$ cat src/rtl/uart_pkg.sv
// +----------------------------------------------------------------------+
// | uart_pkg : shared UART encodings (TX states, parity, line levels)    |
// | Rev 1.0  : initial release                                           |
// +----------------------------------------------------------------------+
`default_nettype none

package uart_pkg;

    typedef enum logic [2:0] {
        ST_IDLE   = 3'd0,
        ST_START  = 3'd1,
        ST_DATA   = 3'd2,
        ST_PARITY = 3'd3,
        ST_STOP   = 3'd4
    } tx_state_t;

    localparam logic PAR_EVEN  = 1'b0;
    localparam logic PAR_ODD   = 1'b1;

    localparam logic LINE_IDLE = 1'b1;
    localparam logic START_BIT = 1'b0;
    localparam logic STOP_BIT  = 1'b1;

endpackage

`default_nettype wire

$ cat src/rtl/uart_tx_frame_if.sv
// +----------------------------------------------------------------------+
// | uart_tx_frame_if : host-side request bus and serial outputs of TX    |
// | Rev 1.0  : initial release                                           |
// +----------------------------------------------------------------------+
`default_nettype none

interface uart_tx_frame_if #(
    parameter int DWIDTH = 8,
    parameter int PWIDTH = 6
);
    logic [DWIDTH-1:0] tx_data_in;
    logic              tx_data_valid;
    logic              par_en;
    logic              par_typ;
    logic [PWIDTH-1:0] prescale;
    logic              tx_out;
    logic              busy;

    modport master (
        output tx_data_in, tx_data_valid, par_en, par_typ, prescale,
        input  tx_out, busy
    );

    modport slave (
        input  tx_data_in, tx_data_valid, par_en, par_typ, prescale,
        output tx_out, busy
    );
endinterface

`default_nettype wire

$ cat src/rtl/uart_tx_bit_timer.sv
// +----------------------------------------------------------------------+
// | uart_tx_bit_timer : counts clk cycles per serial bit, pulses done    |
// | Rev 1.0  : initial release                                           |
// +----------------------------------------------------------------------+
`default_nettype none

module uart_tx_bit_timer #(
    parameter int PWIDTH = 6
) (
    input  wire logic              clk,
    input  wire logic              rst,
    input  wire logic              en,
    input  wire logic [PWIDTH-1:0] prescale,
    output logic                   bit_done
);

    logic [PWIDTH-1:0] r_cnt;

    // prescale is already forced to >= 1 by the framer, so P-1 never underflows
    assign bit_done = en && (r_cnt == (prescale - PWIDTH'(1)));

    always_ff @(posedge clk or negedge rst) begin
        if (!rst) begin
            r_cnt <= '0;
        end else if (!en || bit_done) begin
            r_cnt <= '0;
        end else begin
            r_cnt <= r_cnt + PWIDTH'(1);
        end
    end

endmodule

`default_nettype wire

$ cat src/rtl/uart_tx_frame.sv
// +----------------------------------------------------------------------+
// | uart_tx_frame : UART transmit framer (start, data LSB-first, parity, |
// |                 stop), each bit held for prescale clk cycles         |
// | Rev 1.0  : initial release                                           |
// +----------------------------------------------------------------------+
`default_nettype none

module uart_tx_frame #(
    parameter int DWIDTH = 8,
    parameter int PWIDTH = 6
) (
    input  wire logic       clk,
    input  wire logic       rst,
    uart_tx_frame_if.slave  bus
);
    import uart_pkg::*;

    localparam int              IW       = (DWIDTH > 1) ? $clog2(DWIDTH) : 1;
    localparam logic [IW-1:0]   LAST_IDX = IW'(DWIDTH - 1);

    tx_state_t          r_state;
    logic [DWIDTH-1:0]  r_data;
    logic               r_par_en;
    logic               r_par_typ;
    logic [PWIDTH-1:0]  r_prescale;
    logic [IW-1:0]      r_bit_idx;
    logic               r_tx_out;
    logic               r_busy;

    logic               w_timer_en;
    logic               w_bit_done;
    logic               w_par_bit;
    logic [IW-1:0]      w_next_idx;

    assign w_timer_en = (r_state != ST_IDLE);
    assign w_next_idx = r_bit_idx + IW'(1);

    always_comb begin
        w_par_bit = 1'b0;
        case (r_par_typ)
            PAR_EVEN: w_par_bit =  ^r_data;
            PAR_ODD:  w_par_bit = ~^r_data;
            default:  w_par_bit =  ^r_data;
        endcase
    end

    uart_tx_bit_timer #(
        .PWIDTH   (PWIDTH)
    ) u_bit_timer (
        .clk      (clk),
        .rst      (rst),
        .en       (w_timer_en),
        .prescale (r_prescale),
        .bit_done (w_bit_done)
    );

    // tx_out is loaded on each transition with the level of the state being entered
    always_ff @(posedge clk or negedge rst) begin
        if (!rst) begin
            r_state    <= ST_IDLE;
            r_data     <= '0;
            r_par_en   <= 1'b0;
            r_par_typ  <= 1'b0;
            r_prescale <= '0;
            r_bit_idx  <= '0;
            r_tx_out   <= LINE_IDLE;
            r_busy     <= 1'b0;
        end else begin
            case (r_state)
                ST_IDLE: begin
                    r_tx_out  <= LINE_IDLE;
                    r_busy    <= 1'b0;
                    r_bit_idx <= '0;
                    if (bus.tx_data_valid) begin
                        r_data     <= bus.tx_data_in;
                        r_par_en   <= bus.par_en;
                        r_par_typ  <= bus.par_typ;
                        r_prescale <= (bus.prescale == '0) ? PWIDTH'(1) : bus.prescale;
                        r_state    <= ST_START;
                        r_tx_out   <= START_BIT;
                        r_busy     <= 1'b1;
                    end
                end
                ST_START: begin
                    if (w_bit_done) begin
                        r_state   <= ST_DATA;
                        r_bit_idx <= '0;
                        r_tx_out  <= r_data[0];
                    end
                end
                ST_DATA: begin
                    if (w_bit_done) begin
                        if (r_bit_idx == LAST_IDX) begin
                            if (r_par_en) begin
                                r_state  <= ST_PARITY;
                                r_tx_out <= w_par_bit;
                            end else begin
                                r_state  <= ST_STOP;
                                r_tx_out <= STOP_BIT;
                            end
                        end else begin
                            r_bit_idx <= w_next_idx;
                            r_tx_out  <= r_data[w_next_idx];
                        end
                    end
                end
                ST_PARITY: begin
                    if (w_bit_done) begin
                        r_state  <= ST_STOP;
                        r_tx_out <= STOP_BIT;
                    end
                end
                ST_STOP: begin
                    if (w_bit_done) begin
                        r_state  <= ST_IDLE;
                        r_tx_out <= LINE_IDLE;
                        r_busy   <= 1'b0;
                    end
                end
                default: begin
                    r_state  <= ST_IDLE;
                    r_tx_out <= LINE_IDLE;
                    r_busy   <= 1'b0;
                end
            endcase
        end
    end

    assign bus.tx_out = r_tx_out;
    assign bus.busy   = r_busy;

endmodule

`default_nettype wire

$ cat src/flat_wrapper.sv
// flat-port wrapper written by rule: the top's interface ports become plain ports
module uart_tx_frame_flat import uart_pkg::*;
#(
    parameter int DWIDTH = 8,
    parameter int PWIDTH = 6
)
  (clk, rst, bus_tx_data_in, bus_tx_data_valid, bus_par_en, bus_par_typ, bus_prescale, bus_tx_out, bus_busy);
  uart_tx_frame_if #(.DWIDTH(DWIDTH), .PWIDTH(PWIDTH)) bus_i ();
  input  wire logic clk;
  input  wire logic rst;
  input wire logic [$bits(bus_i.tx_data_in)-1:0] bus_tx_data_in;
  input wire logic [$bits(bus_i.tx_data_valid)-1:0] bus_tx_data_valid;
  input wire logic [$bits(bus_i.par_en)-1:0] bus_par_en;
  input wire logic [$bits(bus_i.par_typ)-1:0] bus_par_typ;
  input wire logic [$bits(bus_i.prescale)-1:0] bus_prescale;
  output wire logic [$bits(bus_i.tx_out)-1:0] bus_tx_out;
  output wire logic [$bits(bus_i.busy)-1:0] bus_busy;
  assign bus_i.tx_data_in = bus_tx_data_in;
  assign bus_i.tx_data_valid = bus_tx_data_valid;
  assign bus_i.par_en = bus_par_en;
  assign bus_i.par_typ = bus_par_typ;
  assign bus_i.prescale = bus_prescale;
  assign bus_tx_out = bus_i.tx_out;
  assign bus_busy = bus_i.busy;
  uart_tx_frame #(.DWIDTH(DWIDTH), .PWIDTH(PWIDTH)) u_core (.clk(clk), .rst(rst), .bus(bus_i));
endmodule
$ cat config.mk
export PLATFORM = sky130hd
export DESIGN_NAME = uart_tx_frame_flat
export DESIGN_NICKNAME = d
export VERILOG_FILES = /design/src/rtl/uart_pkg.sv /design/src/rtl/uart_tx_frame_if.sv /design/src/rtl/uart_tx_bit_timer.sv /design/src/rtl/uart_tx_frame.sv /design/src/flat_wrapper.sv
export SDC_FILE = /design/constraint.sdc
export NUM_CORES = 1
export LEC_CHECK = 0
export CORE_MARGIN = 2
export CORE_UTILIZATION = 26
export CTS_BUF_LIST = sky130_fd_sc_hd__clkbuf_8 sky130_fd_sc_hd__clkbuf_16
export CTS_CLUSTER_SIZE = 16
export DETAILED_ROUTE_END_ITERATION = 8
export SLEW_MARGIN = 20
export SYNTH_ARGS = -nofsm -noshare
export SYNTH_HDL_FRONTEND = slang
export SYNTH_HIERARCHICAL = 1
export SYNTH_SLANG_ARGS = --single-unit
export TNS_END_PERCENT = 20
$ cat constraint.sdc
create_clock -name clk -period 7.4 [get_ports clk]
set_input_delay 0.74 -clock clk [delete_from_list [all_inputs] [get_ports clk]]
set_output_delay 0.74 -clock clk [all_outputs]
set_load 0.01 [all_outputs]
# --- Word level (Yosys, flattened, before mapping) ---
# Cells that the tools add are included.
word_totals:
  ff_bits: 30
  output_inout_bits: 2
  wordCells: 71
op_classes:
  addsub: 3
  magnitude_cmp: 1
  n_eq_ne: 14
  n_mux: 26
  n_bitwise: 2
  n_reduce_logical: 16
ops:
  columns: ["op", "n"]
  rows:
  - ["$mux W3", 9]
  - ["$pmux W3 S5", 1]
  - ["$mux W6", 2]
  - ["$ne A2 B2 Y1 const B", 6]
  - ["$mux W1", 9]
  - ["$pmux W3 S3", 1]
  - ["$reduce_xnor A8 Y1", 1]
  - ["$reduce_xor A8 Y1", 1]
  - ["$add A6 B1 Y6 const B", 1]
  - ["$eq A3 B2 Y1 const B", 2]
  - ["$eq A3 B3 Y1 const B", 2]
  - ["$eq A6 B6 Y1", 1]
  - ["$logic_not A6 Y1", 1]
  - ["$reduce_and A6 Y1", 1]
  - ["$reduce_bool A3 Y1", 2]
  - ["$sub A6 B1 Y6 const B", 1]
  - ["$lt A3 B4 Y1 const B", 1]
  - ["$ne A2 B1 Y1 const B", 2]
  - ["$pmux W1 S4", 1]
  - ["$reduce_and A2 Y1", 2]
  - ["$reduce_and A4 Y1", 1]
  - ["$add A3 B1 Y3 const B", 1]
  - ["$bmux W1 S3", 1]
  - ["$eq A3 B1 Y1 const B", 1]
  - ["other kinds (10)", 11]

# --- Logic depth before layout (Yosys ltp) ---
# Gate-level depths: netlist of the first run.
logic_depth:
  ltp_word: 6
  depth_mapped: 11

# --- Modules after synthesis ---
# Netlist of the first run, hierarchy kept.
by_module_without_submodules:
  columns: ["mod", "n_inst", "cells_each", "area_each_um2", "seq_area_each_um2"]
  rows:
  - ["uart_tx_frame", 1, 105, 1341.3, 601.8]
  - ["uart_tx_bit_timer", 1, 47, 455.4, 150.1]

# --- Least setup slack after synthesis of the first run ---
# OpenSTA, ideal clock, no wires.
synth_timing:
  kind: "register -> register"
  start: "register u_core.r_prescale[0]"
  end: "register u_core.r_state[1]"
  setup_ns: 0.126
  arrival_ns: 2.466
  required_time_ns: 7.274
  path_slack_ns: 4.808
  stages_incl_launch_ff: 11
  path_buffers: 1
  period_less_slack_ns: 2.592
  cell_sequence: "dfrtp_1 > inv_1 > ha_1 > xor2_1 > nand2_1 > a2111oi_4 > and3_1 > clkbuf_1 > nand3b_1 > o21ai_0 > a221o_1"
synth_between:
  elab_chain_len: 5
  word_cells_on_any_way: 8
synth_rtl:
  columns: ["item", "line_no", "text"]
  rows:
  - ["from (decl)", "uart_tx_frame.sv:25", "logic [PWIDTH-1:0] r_prescale;"]
  - ["from (signal assigned)", "uart_tx_frame.sv:78", "r_prescale <= (bus.prescale == '0) ? PWIDTH'(1) : bus.prescale;"]
  - ["$sub A6 B1 Y6 (*)", "uart_tx_bit_timer.sv:20", "assign bit_done = en && (r_cnt == (prescale - PWIDTH'(1)));"]
  - ["$eq A6 B6 Y1 (*)", "uart_tx_bit_timer.sv:20", null]
  - ["$logic_and A1 B1 Y1 (*)", "uart_tx_bit_timer.sv:20", null]
  - ["named net u_core.w_bit_done", "uart_tx_frame.sv:31", "logic w_bit_done;"]
  - ["$ne A2 B2 Y1 (no source line)", null, null]
  - ["$reduce_and A6 Y1 (no source line) (*)", null, null]
  - ["to (signal assigned)", "uart_tx_frame.sv:60", "r_state <= ST_IDLE;"]
  - ["to (signal assigned)", "uart_tx_frame.sv:79", "r_state <= ST_START;"]
  - ["to (signal assigned)", "uart_tx_frame.sv:86", "r_state <= ST_DATA;"]
  - ["to (decl)", "uart_tx_frame.sv:21", "tx_state_t r_state;"]
# The timed path passes the listed nets; every way through them passes the cells marked *.
# A chain may end at the register's enable or synchronous reset.

# --- Worst setup path after layout of the first run ---
# Same ends and word-level chain as after synthesis.

==> impl_metrics.toml, run 1 <==
[status]
status = "complete, no violations"

[setup_path]
crit_chain = "inv_1 > ha_1 > xor2_1 > nand2_1 > a2111oi_4 > and3_1 > nand3b_1 > o21ai_0 > a221o_1"
crit_path_max_fanout = 10
r2r-start = "u_core/r_prescale[0]"
cp_slowest_cell = "a2111oi_4"
r2r_cells = 9
worstSetupPathType = "flop to flop"
endpoint_kind = "flop"
crit_path_max_incr_delay_ps = 490
worst_r2r_endpoint = "u_core/r_state[1]"
cp_num_cells = 9
cp-start-kind = "flop"
crit_arrival_ps = 2940
critPathRequiredTime_ps = 7560
crit_buf_inv = 1
cp-startpoint = "u_core/r_prescale[0]"
r2r_slack_ps = 4620
critPathCapture = "u_core/r_state[1]"
critPathTopFamily = "compound AO/OA/AOI/OAI gates"

[cts]
clk-insertion-delay-late_ps = 280
post_cts_buffers = 0
htreeDepth = 2
hold_buffers = 0
root_buffer = "clkbuf_8"
clkSinkCount = 30
path_clk_slew_ps = 60
numCtsBuffers = 5
ctsResizeCount = 0
clk_path_buf_depth = 2
cts_tree = "built"

[place]
portBuffers = 20
globalplace.congestion = 0.7570
dp_hpwl_mm = 2.360
dp.cells = 248

[grt]
track_usage = 0.09421
grt_pass1_vias = 1193
antenna_found_initial = 0
grt_max_degree = 31
grt_overflow_total = 0
grt_pass1_wl_mm = 5.582

[sta]
finalSetupTns_ps = 0
min_period_ps = 2783
holdWs_ps = 519.2
setup_violations = 0
fmax_mhz = 359.4
worst_slew_pin_slew_ps = 447.1
hold_viol_final = 0
max-slew-margin-rel = 0.7019
rsz0062_at_grt = "false"
drv_slew = 0
clock_skew_ps = 1.661
fin_crit_sh = 0.3760

[synth]
synth_top_area_cell = "dfrtp_1"
synth_area_leaders = "dfrtp_1, mux2_4, mux2_2, xor2_1, xnor2_1"
syn_nets = 175
netlist.area_leader.share = 0.4039
syn_inst = 152
ys_types = 48
synth.yosys.seq_area_share = 0.4185
ys_ff_latch = 30
ys_async_sr_fraction = 1.000
yosys_warnings = 6
synth_area_sq_um = 1797
synth-edff-count = 0
synthFlopType = "dfrtp_1"
synth.avg_cell_area_sq_um = 11.82

[final_layout]
diodes = 0
drive_gt1_frac = 0.1989
num-nets-final = 198
syn_to_final_growth_pct = 19.57
fillerInstances = 702
final_common_cell = "dfrtp_1"
mostFrequentLayoutCells = "dfrtp_1, clkdlybuf4s50_1"
fin_cells = 256

[floorplanning]
initial_core_util = 0.2659
ios = 21
core_area_sq_um = 6756
die_h_microns = 87.13
core.rowCount = 30
dieWidth_microns = 87.13
die_area_sq_um = 7592

[job]
maxCapViolations = 0

[power_and_ir_drop]
p_total_uw = 834.3
powerDensity_nw_per_um2 = 388.3
peakVddDrop_v = 0.0001218
power.leakage_nw = 0.9092

[route]
drcViolationCount = 0
first_iter_violations = 54
ant_nets = 0
wire_per_inst_microns = 12.94
vias = 1203
dr.pass1.iters = 6
vias_per_cell = 4.699
routed_wl_mm = 3.313

[worst_hold_path]
hold_class = "flop to flop"
hold_depth = 1
-- metal layers --
layer / share of wire / GRT usage / wire length (microns) / vias up
li1: - / - / - / 595
met1: 0.51 / 0.1291 / 1702 / 587
met2: 0.44 / 0.1423 / 1455 / 19
met3: 0.044 / 0.03223 / 146 / 2
met4: 0.0021 / 0.02517 / 7 / 0
met5: 0 / 0 / 0 / -
-- through the flow --
stage / util / instance area [sq um] / worst slack [ps]
3_3_place_gp: 0.3044 / 2057 / 4695
4_1_cts: 0.3180 / 2148 / 4608
3_5_place_dp: 0.3044 / 2057 / 4630
2_1_floorplan: - / 1797 / 4808
6_report: 0.3180 / 2148 / 4617
5_1_grt: 0.3180 / 2148 / 4391
-- flip-flops by register name, indices dropped and copies added (netlist names) --
signal,count
u_core/r_data,8
u_core/r_prescale,6
u_core/u_bit_timer/r_cnt,6
u_core/r_bit_idx,3
u_core/r_state,3
u_core/bus.busy,1
u_core/bus.tx_out,1
u_core/r_par_en,1
u_core/r_par_typ,1
-- cells in the mapped netlist (2+ instances only) --
cell,instances
nor2_1,7
a2bb2oi_1,2
a21oi_1,7
mux2_4,8
nor3_1,4
xor2_1,7
nand2b_1,2
nor2b_1,6
mux2i_1,4
nand2_1,8
mux4_2,2
a211oi_1,5
inv_1,7
xnor2_1,6
nand3_1,4
ha_1,4
dfrtp_1,29
o21ai_0,2
mux2_2,8
a22o_1,2
-- worst min path at each step --
stage | start | end | slack (ps)
after detailed placement | u_core/r_bit_idx[1] | u_core/r_bit_idx[1] | 520
after CTS | u_core/u_bit_timer/r_cnt[0] | u_core/u_bit_timer/r_cnt[0] | 520
final | u_core/u_bit_timer/r_cnt[0] | u_core/u_bit_timer/r_cnt[0] | 520
after floorplan | rst | u_core/bus.busy | 440
after global placement | u_core/r_bit_idx[1] | u_core/r_bit_idx[1] | 510
after global routing | u_core/u_bit_timer/r_cnt[0] | u_core/u_bit_timer/r_cnt[0] | 540
-- final cells by class --
| class | instances | area [sq um] | share of cell area |
|---|---|---|---|
| clock buffer | 6 | 82.58 | 0.03844 |
| clock inverter | 2 | 8.758 | 0.004077 |
| inverter | 7 | 26.28 | 0.01223 |
| multi-input combinational | 110 | 970.9 | 0.4520 |
| sequential | 30 | 752.0 | 0.3500 |
| tap | 80 | 100.1 | 0.04659 |
| timing repair buffer | 21 | 207.7 | 0.09668 |
-- worst reg2reg max path: stages (launching register included) --
cell       delay [ps]
dfrtp_1           420
inv_1              60
ha_1              300
xor2_1            130
nand2_1           100
a2111oi_4         490
and3_1            430
nand3b_1          200
o21ai_0           160
a221o_1           380
-- logic make-up after synthesis --
group,Yosys count,share of synthesized area
buffers and inverters,12,0.04109
AND/OR/NAND/NOR,38,0.1149
XOR/XNOR,15,0.08913
adder cells (fa/ha/maj),4,0.02786
multiplexers,22,0.1643
flip-flops,30,0.4185
AO/OA/AOI/OAI,31,0.1442
-- where the power goes --
group	leakage [nW]	switching (mW)	total, mW	internal [mW]
clock network	0.0524	0.0604	0.134	0.0735
registers	0.369	0.0829	0.317	0.235
logic	0.488	0.156	0.383	0.227
Note: power is estimated with default switching activity, not from simulation.
==> run 2: changes to the inputs <==
Clock period 7.4 ns to 2.6 ns, I/O delays scaled along.
==> impl_metrics.toml, run 2 (synthesis gave the netlist of run 1 again) <==
[sta]
worst_slew_pin_slew_ps = 413.1
clock_skew_ps = 6.380
finalSetupTns_ps = 0
fmax_mhz = 415.1
setup_violations = 0
drv_slew = 0
max-slew-margin-rel = 0.7221
hold_viol_final = 0
min_period_ps = 2409
finalWorstSetupSlack_ps = 191.2
rsz0062_at_grt = "false"
fin_crit_sh = 0.9265

[final_layout]
diodes = 0
final_area_sq_um = 2208
largest_reg_flops = 8
num-nets-final = 203
top_regs = "u_core/r_data (8), u_core/r_prescale (6), u_core/u_bit_timer/r_cnt (6)"
mostFrequentLayoutCells = "dfrtp_1, clkdlybuf4s50_1, nand2_1, mux2_4, mux2_2"
drive_gt1_frac = 0.2320
top_register = "u_core/r_data"
syn_to_final_growth_pct = 22.91
final_common_cell = "dfrtp_1"
fin_cells = 261

[status]
status = "complete, no violations"

[route]
ant_nets = 0
vias = 1231
dr.pass1.iters = 4
vias_per_cell = 4.716
drcViolationCount = 0
first_iter_violations = 40
routed_wl_mm = 3.475
wire_per_inst_microns = 13.31

[grt]
antenna_found_initial = 0
track_usage = 0.1039
grt_pass1_vias = 1284
grt_pass1_wl_mm = 6.092
grt_max_degree = 31
grt_overflow_total = 0

[place]
dp_slack_ps = 82.56
globalplace.congestion = 0.8188
placed_cell_area_sq_um = 2087
portBuffers = 20
dp.cells = 252
dp_hpwl_mm = 2.536

[setup_path]
r2r_slack_ps = 190
critPathRequiredTime_ps = 2770
crit_path_max_fanout = 8
worstSetupPathType = "flop to flop"
worst_r2r_endpoint = "u_core/r_state[1]"
endpoint_kind = "flop"
r2r_cells = 9
cp_slowest_cell = "a221o_1"
r2r-start = "u_core/r_prescale[1]"
crit_arrival_ps = 2580
crit_chain = "inv_1 > ha_1 > xor2_1 > nand2_1 > a2111oi_4 > and3_4 > a2bb2oi_1 > o21ai_0 > a221o_1"
cp-start-kind = "flop"
crit_path_max_incr_delay_ps = 390

[cts]
cts_tree = "built"
numCtsBuffers = 5
clk-insertion-delay-late_ps = 290
htreeDepth = 2
clkSinkCount = 30
root_buffer = "clkbuf_8"
clk_path_buf_depth = 2
hold_buffers = 0
path_clk_slew_ps = 70

[job]
maxCapViolations = 0

[power_and_ir_drop]
p_total_mw = 2.503
power.leakage_nw = 0.9378
powerDensity_nw_per_um2 = 1133
peakVddDrop_v = 0.0004295

[floorplanning]
die_area_sq_um = 7592
initial_core_util = 0.2659
core_area_sq_um = 6756
dieWidth_microns = 87.13
ios = 21
core.rowCount = 30
die_h_microns = 87.13

[worst_hold_path]
hold_class = "primary input to async pin"
-- run 2: cell count changes in the layout (fill, tap and decap cells not counted) --
cell,before,now
buf_4,1,6
and3_1,1,0
and3_4,1,2
bufinv_16,0,1
clkbuf_8,6,5
clkinv_2,1,2
inv_1,8,7
o21ai_0,2,1
o21ai_1,0,1
-- run 2: power breakdown --
| part | leakage (nW) | total, mW | internal [mW] | switching [mW] |
|---|---|---|---|---|
| sequential | 0.369 | 0.896 | 0.667 | 0.229 |
| combinational | 0.511 | 1.14 | 0.675 | 0.468 |
| clock | 0.0579 | 0.465 | 0.282 | 0.183 |
-- run 2: per-stage QoR --
step / utilization / hold slack, ps
3_5_place_dp: 0.3089 / 509.9
3_3_place_gp: 0.3089 / 507.1
2_1_floorplan: - / -35.59
6_report: 0.3269 / 360.3
4_1_cts: 0.3250 / 367.6
5_1_grt: 0.3269 / 402.5
-- run 2: worst max-delay path by stage --
stage / start / end / slack (ps)
floorplan: u_core/r_prescale[0] / u_core/r_state[1] / 8
global placement: u_core/r_prescale[1] / u_core/r_state[1] / 170
detailed placement: u_core/r_prescale[1] / u_core/r_state[1] / 80
CTS: u_core/r_prescale[1] / u_core/r_state[1] / 60
global route: u_core/r_prescale[1] / u_core/r_state[1] / 4
finish: u_core/r_prescale[1] / u_core/r_state[1] / 190
-- run 2: final cells by class --
cell class / instances / area [sq um]
clock buffer: 5 / 68.82
tap: 80 / 100.1
inverter: 7 / 26.28
sequential: 30 / 752.0
timing repair buffer: 26 / 245.2
multi-input combinational: 110 / 975.9
fill: 705 / 4548
clock inverter: 3 / 40.04
-- run 2: timing repair --
action,in CTS,in global routing
endpoints found under the setup margin,0,6
buffers inserted,0,1
resized for setup,0,3
-- run 2: worst max-delay path: cells and delay by family, from the launching register on --
family	cells	cell delay, ps
DFF	1	380
and+or+nand+nor	2	390
AOI/OAI and AO/OA	4	1040
buffers and inverters	1	50
adders and majority gates	1	280
xor gates and xnor gates	1	140
-- run 2: layer usage --
metal | vias to the layer above | routed length (microns) | track usage
li1 | 606 | - | -
met1 | 595 | 1671 | 0.1390
met2 | 23 | 1597 | 0.1575
met3 | 7 | 151 | 0.03033
met4 | 0 | 55 | 0.04196
met5 | - | 0 | 0
